**src/rtl/astro_pkg.sv**
```systemverilog
// Shared types and constants for the cartridge/BIOS ROM loaders.
package astro_pkg;

  localparam int         ROM_BYTES = 8192;
  localparam int         ROM_AW    = 13;
  localparam logic [7:0] FILL_BYTE = 8'hFF;

  typedef enum logic [2:0] {
    S_IDLE,
    S_LOAD,
    S_MIR_RD,
    S_MIR_LAT,
    S_MIR_WR,
    S_FILL
  } loader_state_t;

endpackage

```
**src/rtl/cart_loader.sv**
```systemverilog
// Owns the 8 KB cart ROM write port: captures an ioctl download, then mirrors
// short images (or fills with 0xFF) across the window; passes cart_addr otherwise.
module cart_loader
  import astro_pkg::*;
#(
  parameter logic [7:0] INDEX  = 8'd1,
  parameter bit         MIRROR = 1'b1
) (
  input  logic              clk_sys,
  input  logic              reset_l,
  input  logic              ioctl_download,
  input  logic [7:0]        ioctl_index,
  input  logic              ioctl_wr,
  input  logic [24:0]       ioctl_addr,
  input  logic [7:0]        ioctl_dout,
  input  logic [ROM_AW-1:0] cart_addr,
  output logic [ROM_AW-1:0] rom_addr,
  output logic [7:0]        rom_wdata,
  output logic              rom_we,
  input  logic [7:0]        rom_rdata,
  output logic              busy,
  output logic [13:0]       cart_size
);

  localparam logic [13:0] FULL_SIZE = 14'(ROM_BYTES);

  loader_state_t     state_reg, state_next;
  logic [13:0]       size_reg;
  logic [ROM_AW-1:0] src_reg, dst_reg, wr_addr_reg;
  logic [7:0]        wr_data_reg, mir_data_reg;
  logic              wr_en_reg, busy_reg;

  logic        index_hit, wr_ok;
  logic [13:0] wr_end;

  assign index_hit = ioctl_download && (ioctl_index == INDEX);
  // Only bytes arriving while the download is still flagged count, so the
  // size sampled at the falling edge is always final.
  assign wr_ok  = (state_reg == S_LOAD) && ioctl_download && ioctl_wr &&
                  (ioctl_addr < 25'(ROM_BYTES));
  assign wr_end = {1'b0, ioctl_addr[ROM_AW-1:0]} + 14'd1;

  always_ff @(posedge clk_sys or negedge reset_l) begin
    if (!reset_l) state_reg <= S_IDLE;
    else          state_reg <= state_next;
  end

  always_comb begin
    state_next = state_reg;
    unique case (state_reg)
      S_IDLE: if (index_hit) state_next = S_LOAD;
      S_LOAD: begin
        if (!ioctl_download) begin
          if (!MIRROR || size_reg == FULL_SIZE) state_next = S_IDLE;
          else if (size_reg == 14'd0)           state_next = S_FILL;
          else                                  state_next = S_MIR_RD;
        end
      end
      S_MIR_RD:  state_next = S_MIR_LAT;
      S_MIR_LAT: state_next = S_MIR_WR;
      S_MIR_WR:  state_next = (dst_reg == '1) ? S_IDLE : S_MIR_RD;
      S_FILL:    state_next = (dst_reg == '1) ? S_IDLE : S_FILL;
      default:   state_next = S_IDLE;
    endcase
    // A fresh download for this index pre-empts any post-processing.
    if (index_hit && state_reg != S_IDLE && state_reg != S_LOAD)
      state_next = S_LOAD;
  end

  always_ff @(posedge clk_sys or negedge reset_l) begin
    if (!reset_l) begin
      busy_reg     <= 1'b0;
      size_reg     <= '0;
      src_reg      <= '0;
      dst_reg      <= '0;
      wr_en_reg    <= 1'b0;
      wr_addr_reg  <= '0;
      wr_data_reg  <= '0;
      mir_data_reg <= '0;
    end else begin
      busy_reg  <= (state_next != S_IDLE);
      wr_en_reg <= wr_ok;
      if (wr_ok) begin
        wr_addr_reg <= ioctl_addr[ROM_AW-1:0];
        wr_data_reg <= ioctl_dout;
        if (wr_end > size_reg) size_reg <= wr_end;
      end
      if (state_next == S_LOAD && state_reg != S_LOAD) size_reg <= '0;
      case (state_reg)
        // size[12:0] is the mirror start, and is 0 for the fill case.
        S_LOAD: begin
          src_reg <= '0;
          dst_reg <= size_reg[ROM_AW-1:0];
        end
        S_MIR_LAT: mir_data_reg <= rom_rdata;
        S_MIR_WR: begin
          dst_reg <= dst_reg + 1'b1;
          src_reg <= (({1'b0, src_reg} + 14'd1) == size_reg) ? '0 : src_reg + 1'b1;
        end
        S_FILL:  dst_reg <= dst_reg + 1'b1;
        default: ;
      endcase
    end
  end

  always_comb begin
    rom_addr  = cart_addr;
    rom_wdata = wr_data_reg;
    rom_we    = 1'b0;
    unique case (state_reg)
      S_IDLE: ;
      S_LOAD: begin
        rom_addr = wr_addr_reg;
        rom_we   = wr_en_reg;
      end
      S_MIR_RD, S_MIR_LAT: rom_addr = src_reg;
      S_MIR_WR: begin
        rom_addr  = dst_reg;
        rom_wdata = mir_data_reg;
        rom_we    = 1'b1;
      end
      S_FILL: begin
        rom_addr  = dst_reg;
        rom_wdata = FILL_BYTE;
        rom_we    = 1'b1;
      end
      default: ;
    endcase
  end

  assign busy      = busy_reg;
  assign cart_size = size_reg;

endmodule

```
**config.mk**
```make
export PLATFORM = sky130hd
export DESIGN_NAME = cart_loader
export DESIGN_NICKNAME = d
export VERILOG_FILES = /design/src/rtl/astro_pkg.sv /design/src/rtl/cart_loader.sv
export SDC_FILE = /design/constraint.sdc
export NUM_CORES = 1
export LEC_CHECK = 0
export ABC_CLOCK_PERIOD_IN_PS = 7600
export BUFFER_PORTS_ARGS = -buffer_cell sky130_fd_sc_hd__buf_2
export CELL_PAD_IN_SITES_DETAIL_PLACEMENT = 0
export CELL_PAD_IN_SITES_GLOBAL_PLACEMENT = 1
export CORE_ASPECT_RATIO = 0.9
export CORE_MARGIN = 3
export CORE_UTILIZATION = 35
export CTS_CLUSTER_DIAMETER = 50
export CTS_CLUSTER_SIZE = 12
export DETAILED_ROUTE_END_ITERATION = 7
export HOLD_SLACK_MARGIN = 0.15
export PLACE_DENSITY = 0.76
export SYNTH_ARGS = -nofsm -noshare
export SYNTH_HDL_FRONTEND = slang
export SYNTH_SLANG_ARGS = --single-unit
```
**constraint.sdc**
```tcl
create_clock -name clk_sys -period 7.6 [get_ports clk_sys]
set_input_delay 0 -clock clk_sys [delete_from_list [all_inputs] [get_ports clk_sys]]
set_output_delay 0 -clock clk_sys [all_outputs]
set_load 0.01 [all_outputs]
```
Word level (Yosys, flattened, before mapping)
Cells that the tools add are included.

cells by class
  add/subtract/negate cells = 4
  $lt $le $gt $ge = 2
  eq/ne operators = 11
  multiplexer cells = 17
  reduce and logical (&&, ||, !) cells = 18

operators by type and width
  kind                                                  count
  case mux 13 bit (2 select lines)                      2
  2-to-1 mux 14 bit                                     3
  case mux 13 bit (3 select lines)                      1
  adder 13 x 1 -> 14 bit, second input constant         2
  adder 13 x 1 -> 13 bit, second input constant         2
  < comparator 25 x 14 -> 1 bit, second input constant  1
  2-to-1 mux 3 bit                                      6
  case mux 3 bit (6 select lines)                       1
  case mux 8 bit (2 select lines)                       1
  equality test 14 bit                                  1
  equality test 14 bit, second input constant           1
  > comparator 14 bit                                   1
  logical NOT 14 bit                                    1
  equality test 13 bit, second input constant           1
  2-to-1 mux 13 bit                                     1
  equality test 8 x 1 -> 1 bit, second input constant   1
  nonzero test 2 bit                                    4
  logical AND 1 bit                                     7
  equality test 3 x 1 -> 1 bit, second input constant   2
  equality test 3 x 2 -> 1 bit, second input constant   2
  equality test 3 bit, second input constant            2
  nonzero test 3 bit                                    2
  OR reduction 2 bit                                    2
  logical NOT 3 bit                                     1
  other kinds (4)                                       4

word-level totals
  register bits = 74
  input bits = 66
  output and inout port bits = 37
  logic and storage cells = 61

Depth between registers and ports, before layout
  depth after elaboration = 10
  mapped depth = 14
  depth with buffers taken out = 13

Least setup slack after synthesis
OpenSTA, ideal clock, no wires.

  path type = register -> register
  from = register size_reg[3] (netlist: cart_size[3])
  to = register size_reg[8] (netlist: cart_size[8])
  library setup time = 132 ps
  arrival = 2428 ps
  data required time = 7468 ps
  slack = 5040 ps
  cell stages (with the launch flop) = 11
  buffers on the path = 1
  clock period less this slack = 2560 ps
  cell sequence = dfrtp_1 -> inv_1 -> ha_1 -> a21o_1 -> a21o_1 -> a221oi_1 -> o221ai_1 -> o211ai_1 -> buf_2 -> mux2i_1 -> nor2_1

on the way
  cells in the longest elaborated chain, start to end = 10
  elaborated cells on any way between the ends = 14
  classes of those cells = 1 x order compare; 2 x eq/ne; 6 x mux; 5 x reduce/logical

ends and longest elaborated chain
  element                          line               RTL
  start, declared                  cart_loader.sv:28  logic [13:0] size_reg;
  start signal, assigned           cart_loader.sv:86  if (wr_end > size_reg) size_reg <= wr_end;
  logical NOT 14 bit               cart_loader.sv:55  else if (size_reg == 14'd0) state_next = S_FILL;
  2-to-1 mux 3 bit                 cart_loader.sv:55
  2-to-1 mux 3 bit                 cart_loader.sv:54  if (!MIRROR || size_reg == FULL_SIZE) state_next = S_IDLE;
  2-to-1 mux 3 bit                 cart_loader.sv:53  if (!ioctl_download) begin
  case mux 3 bit (6 select lines)  cart_loader.sv:50  unique case (state_reg)
  2-to-1 mux 3 bit                 cart_loader.sv:66  if (index_hit && state_reg != S_IDLE && state_reg != S_LOAD)
  equality test 3 x 1 -> 1 bit     cart_loader.sv:88  if (state_next == S_LOAD && state_reg != S_LOAD) size_reg <= '0;
  logical AND 1 bit                cart_loader.sv:88
  nonzero test 2 bit (no line)     --
  AND reduction 2 bit (no line)    --

Parallel ways exist; a longest one is shown, timed or not.
A chain may end at the register's enable or synchronous reset.

Worst setup path after layout
  from = register state_reg[0]
  to = register wr_addr_reg[12]

on the way
  cells in the longest elaborated chain, start to end = 4

ends and longest elaborated chain
  element                         line               RTL
  start, declared                 cart_loader.sv:27  loader_state_t state_reg, state_next;
  start signal, assigned          cart_loader.sv:45  else state_reg <= state_next;
  equality test 3 x 1 -> 1 bit    cart_loader.sv:39  assign wr_ok = (state_reg == S_LOAD) && ioctl_download && ioctl_wr &&
  logical AND 1 bit (3 in a row)  cart_loader.sv:39
  end signal, assigned            cart_loader.sv:84  wr_addr_reg <= ioctl_addr[ROM_AW-1:0];
  end, declared                   cart_loader.sv:29  logic [ROM_AW-1:0] src_reg, dst_reg, wr_addr_reg;

Every way passes these cells.

==> key figures <==
Outcome
  – Status: complete, no violations

Cells and area
  – FF/Latch Area: 1850 µm²
  – Final Util: 0.450
  – Final nets: 733
  – Area Growth Syn to Fin: 25.3%
  – N_diodes: 0
  – Area of the multi-input gates: 3000 µm²
  – Share of cells above drive strength 1: 0.278
  – Fin area: 6340 µm²
  – Fillers: 1359
  – Max FFs per register: 14

Drt
  – Total iterations of the first detailed-routing run: 5
  – Wire length per cell: 19.0 µm
  – DR vias: 4740
  – Drt drc: 0
  – Drt via density: 5.60
  – Post-Route WL: 16100 µm
  – Drt initial violations: 432
  – Post-DRT Antenna Nets: 0

Yosys
  – Post-synth EDFFs: 0
  – Mapped Cells: 527
  – Register area share after synthesis: 0.366
  – #FFs+latches synth: 74
  – Syn_area_per_cell: 9.61 µm²
  – Area leader, netlist: dfrtp_1
  – Top_reg_cell synth: dfrtp_1
  – Syn Nets: 610
  – Yosys cell types: 55
  – Async SR Flop Fraction: 1.00
  – Synth top area cells: dfrtp_1, mux2_2, mux4_2
  – Synth Warn #: 0
  – Top cell type's share of synthesized area: 0.366
  – Mapped Area: 5060 µm²

Clock tree
  – Hold-fix buffers, CTS: 34
  – Worst skew pair latency: 0.34 ns
  – Clk buf depth: 2
  – TritonCTS Sinks: 74
  – CTS tree: done
  – Clock slew at reported path FFs: 0.06 ns
  – H-tree levels: 3
  – CTS Root Cell: clkbuf_16
  – TritonCTS buffer count: 9
  – Post-CTS Resized: 0
  – Setup bufs post-CTS: 0

Power and ir drop
  – Tot Pwr: 1.63 mW
  – Net Sw Power: 628 µW
  – Lkg Pwr: 2.99 nW
  – Internal Power: 1.00 mW
  – Maximum VDD drop: 0.000114 V
  – PD cells: 257 nW/µm²
  – Sequential share of power: 0.348
  – Logic pwr share: 0.406
  – Clock network fraction of total power: 0.246
  – Net Sw Frac: 0.386

Timing
  – Rel. slew slack: 0.323
  – Achievable Freq: 314 MHz
  – Final Max Slew Viols: 0
  – Clk_skew: 0.00351 ns
  – Slew of the pin with the lowest slew margin: 1.02 ns
  – Setup Viol. Count Final: 0
  – Final Hold Viols: 0
  – Period minus WS final: 3.18 ns
  – Part of the cycle the worst path needs: 0.419
  – Setup tns final: 0 ns
  – RSZ-0062 raised after global routing: no

Placement
  – GPL Wtd Cong: 0.852
  – Post-DP HPWL: 11700 µm
  – Port bufs: 102
  – Placed instance area: 5730 µm²

Critical path
  – Crit path max-delay cell type: dfrtp_1
  – Crit path launch: state_reg[0]$_DFF_PN0_
  – Highest cell delay on the worst timing path: 1.01 ns
  – Crit start category: register
  – Reg2Reg Launch Point: state_reg[0]$_DFF_PN0_
  – CP Cell Sequence: nand2b_1, nor3_1, nand3_1, nor3_2, buf_4, mux2_2
  – Arrival time worst endpoint: 3.40 ns
  – WS Path Type: register to register
  – CP required: 7.82 ns
  – Crit-path max FO: 27
  – Critical Path Sink Type: register

Floorplan
  – Num rows: 41
  – Die area: 15900 µm²
  – Starting Density: 0.359
  – Die Y: 120 µm
  – Total core area: 14100 µm²
  – Ports: 103
  – Die W: 133 µm

Job
  – Max cap viols: 0

Global route
  – Pin count of the biggest net entering global routing: 75
  – Antenna violations before repair: 0
  – Grt total ovfl: 0
  – Overall routing resource usage: 0.201
  – Vias in the first global route: 4741
  – First-pass GRT wire length: 25600 µm

Worst hold path
  – Hold Path Origin: ioctl_index[7]
  – Worst min-delay path class: input pin to register
path summary, 6_finish.rpt:
check	to	slack, ns	cells past startpoint
worst max-delay path	wr_addr_reg[12]$_DFFE_PN0P_	4.42	6
worst min-delay path	state_reg[0]$_DFF_PN0_	0.16	3
worst max register to register	wr_addr_reg[12]$_DFFE_PN0P_	4.42	6
worst min register to register	mir_data_reg[7]$_DFFE_PN0N_	0.50	1
max in group asynchronous	src_reg[11]$_DFFE_PN0P_	6.58	2
min in group asynchronous	wr_addr_reg[9]$_DFFE_PN0P_	0.35	2
cells by family (layout without fill, tap and decap cells):
family                     Yosys count  after routing  synth area share
and+or+nand+nor                    180            180             0.174
buffers and inverters               52            179            0.0435
DFF                                 74             74             0.366
xor gates and xnor gates            29             29            0.0502
AOI/OAI and AO/OA                  104            104             0.141
muxes                               70             70             0.181
adders and majority gates           18             18            0.0440
power by group through the flow:
| stage | Sequential, mW | Combinational, mW | Clock (mW) |
|---|---|---|---|
| after floorplan | 0.510 | 0.481 | 0 |
| after global placement | 0.564 | 0.633 | 0 |
| after detailed placement | 0.569 | 0.645 | 0 |
| after CTS | 0.562 | 0.659 | 0.407 |
| after global routing | 0.578 | 0.720 | 0.422 |
| final | 0.567 | 0.661 | 0.401 |
final cells by class:
class	count	share of cell area
multi-input combinational	401	0.472
sequential	74	0.292
tap	193	0.0381
inverter	22	0.0130
clock inverter	2	0.00197
timing repair buffer	142	0.142
clock buffer	13	0.0410
critical path, delay by kind of cell (launching register included):
kind                   cells  cell delay (ns)
muxes                      1             0.36
and+or+nand+nor            4             1.34
buffers and inverters      1             0.34
DFF                        1             1.01
layout by cell type, fill, tap and decap left out, drive strengths merged, types with 3 or more instances in the layout:
| cell type | count |
|---|---|
| a21oi | 22 |
| nor4 | 6 |
| xor2 | 11 |
| clkbuf | 13 |
| and4 | 4 |
| nand3 | 27 |
| o41ai | 3 |
| ha | 17 |
| nand2b | 3 |
| a221oi | 6 |
| and3 | 18 |
| o22a | 6 |
| xnor2 | 18 |
| dlygate4sd3 | 34 |
| o211ai | 6 |
| mux2i | 15 |
| nor3 | 14 |
| dfrtp | 74 |
| a22oi | 3 |
| mux2 | 42 |
| o31ai | 4 |
| o21ai | 22 |
| nand2 | 48 |
| a32oi | 5 |
| buf | 108 |
| o311ai | 4 |
| a31oi | 5 |
| nor2 | 40 |
| mux4 | 13 |
| nand4 | 6 |
| inv | 22 |
| and2 | 3 |
| a21o | 8 |
metal layers:
| metal | global-route usage | share of wire | vias up |
|---|---|---|---|
| met2 | 0.323 | 0.48 | 145 |
| met5 | 0 | 0 | - |
| met4 | 0.0701 | 0.022 | 0 |
| met1 | 0.279 | 0.46 | 2373 |
| li1 | - | - | 2195 |
| met3 | 0.0298 | 0.043 | 27 |
cell usage after synthesis, drive strengths merged, types with 2 or more instances:
master  instances
clkbuf         17
o311ai          4
o41ai           3
a21o            8
and3           18
a211oi          2
a221oi          6
or4             2
nor4            6
and4            4
and2            3
nand4           6
buf            13
mux4           13
o31ai           4
and4b           2
o22ai           2
mux2i          15
nor3           14
o21ai          22
mux2           42
ha             17
nand2          48
or2             2
nand2b          3
a21oi          22
xor2           11
nand3          27
o22a            6
a31oi           5
o211ai          6
a32oi           5
xnor2          18
inv            22
a22oi           3
nor2           40
dfrtp          74
or3             2
stage by stage:
step                      hold WS, ns  worst slack [ns]  cells
after global routing            0.182              4.25    847
after global placement          0.216              4.63    798
after detailed placement        0.223              4.50    798
after floorplan                -0.296              5.04    527
final                           0.164              4.42    847
after CTS                       0.156              4.48    847
No activity file was read; power rests on OpenSTA's default activity.
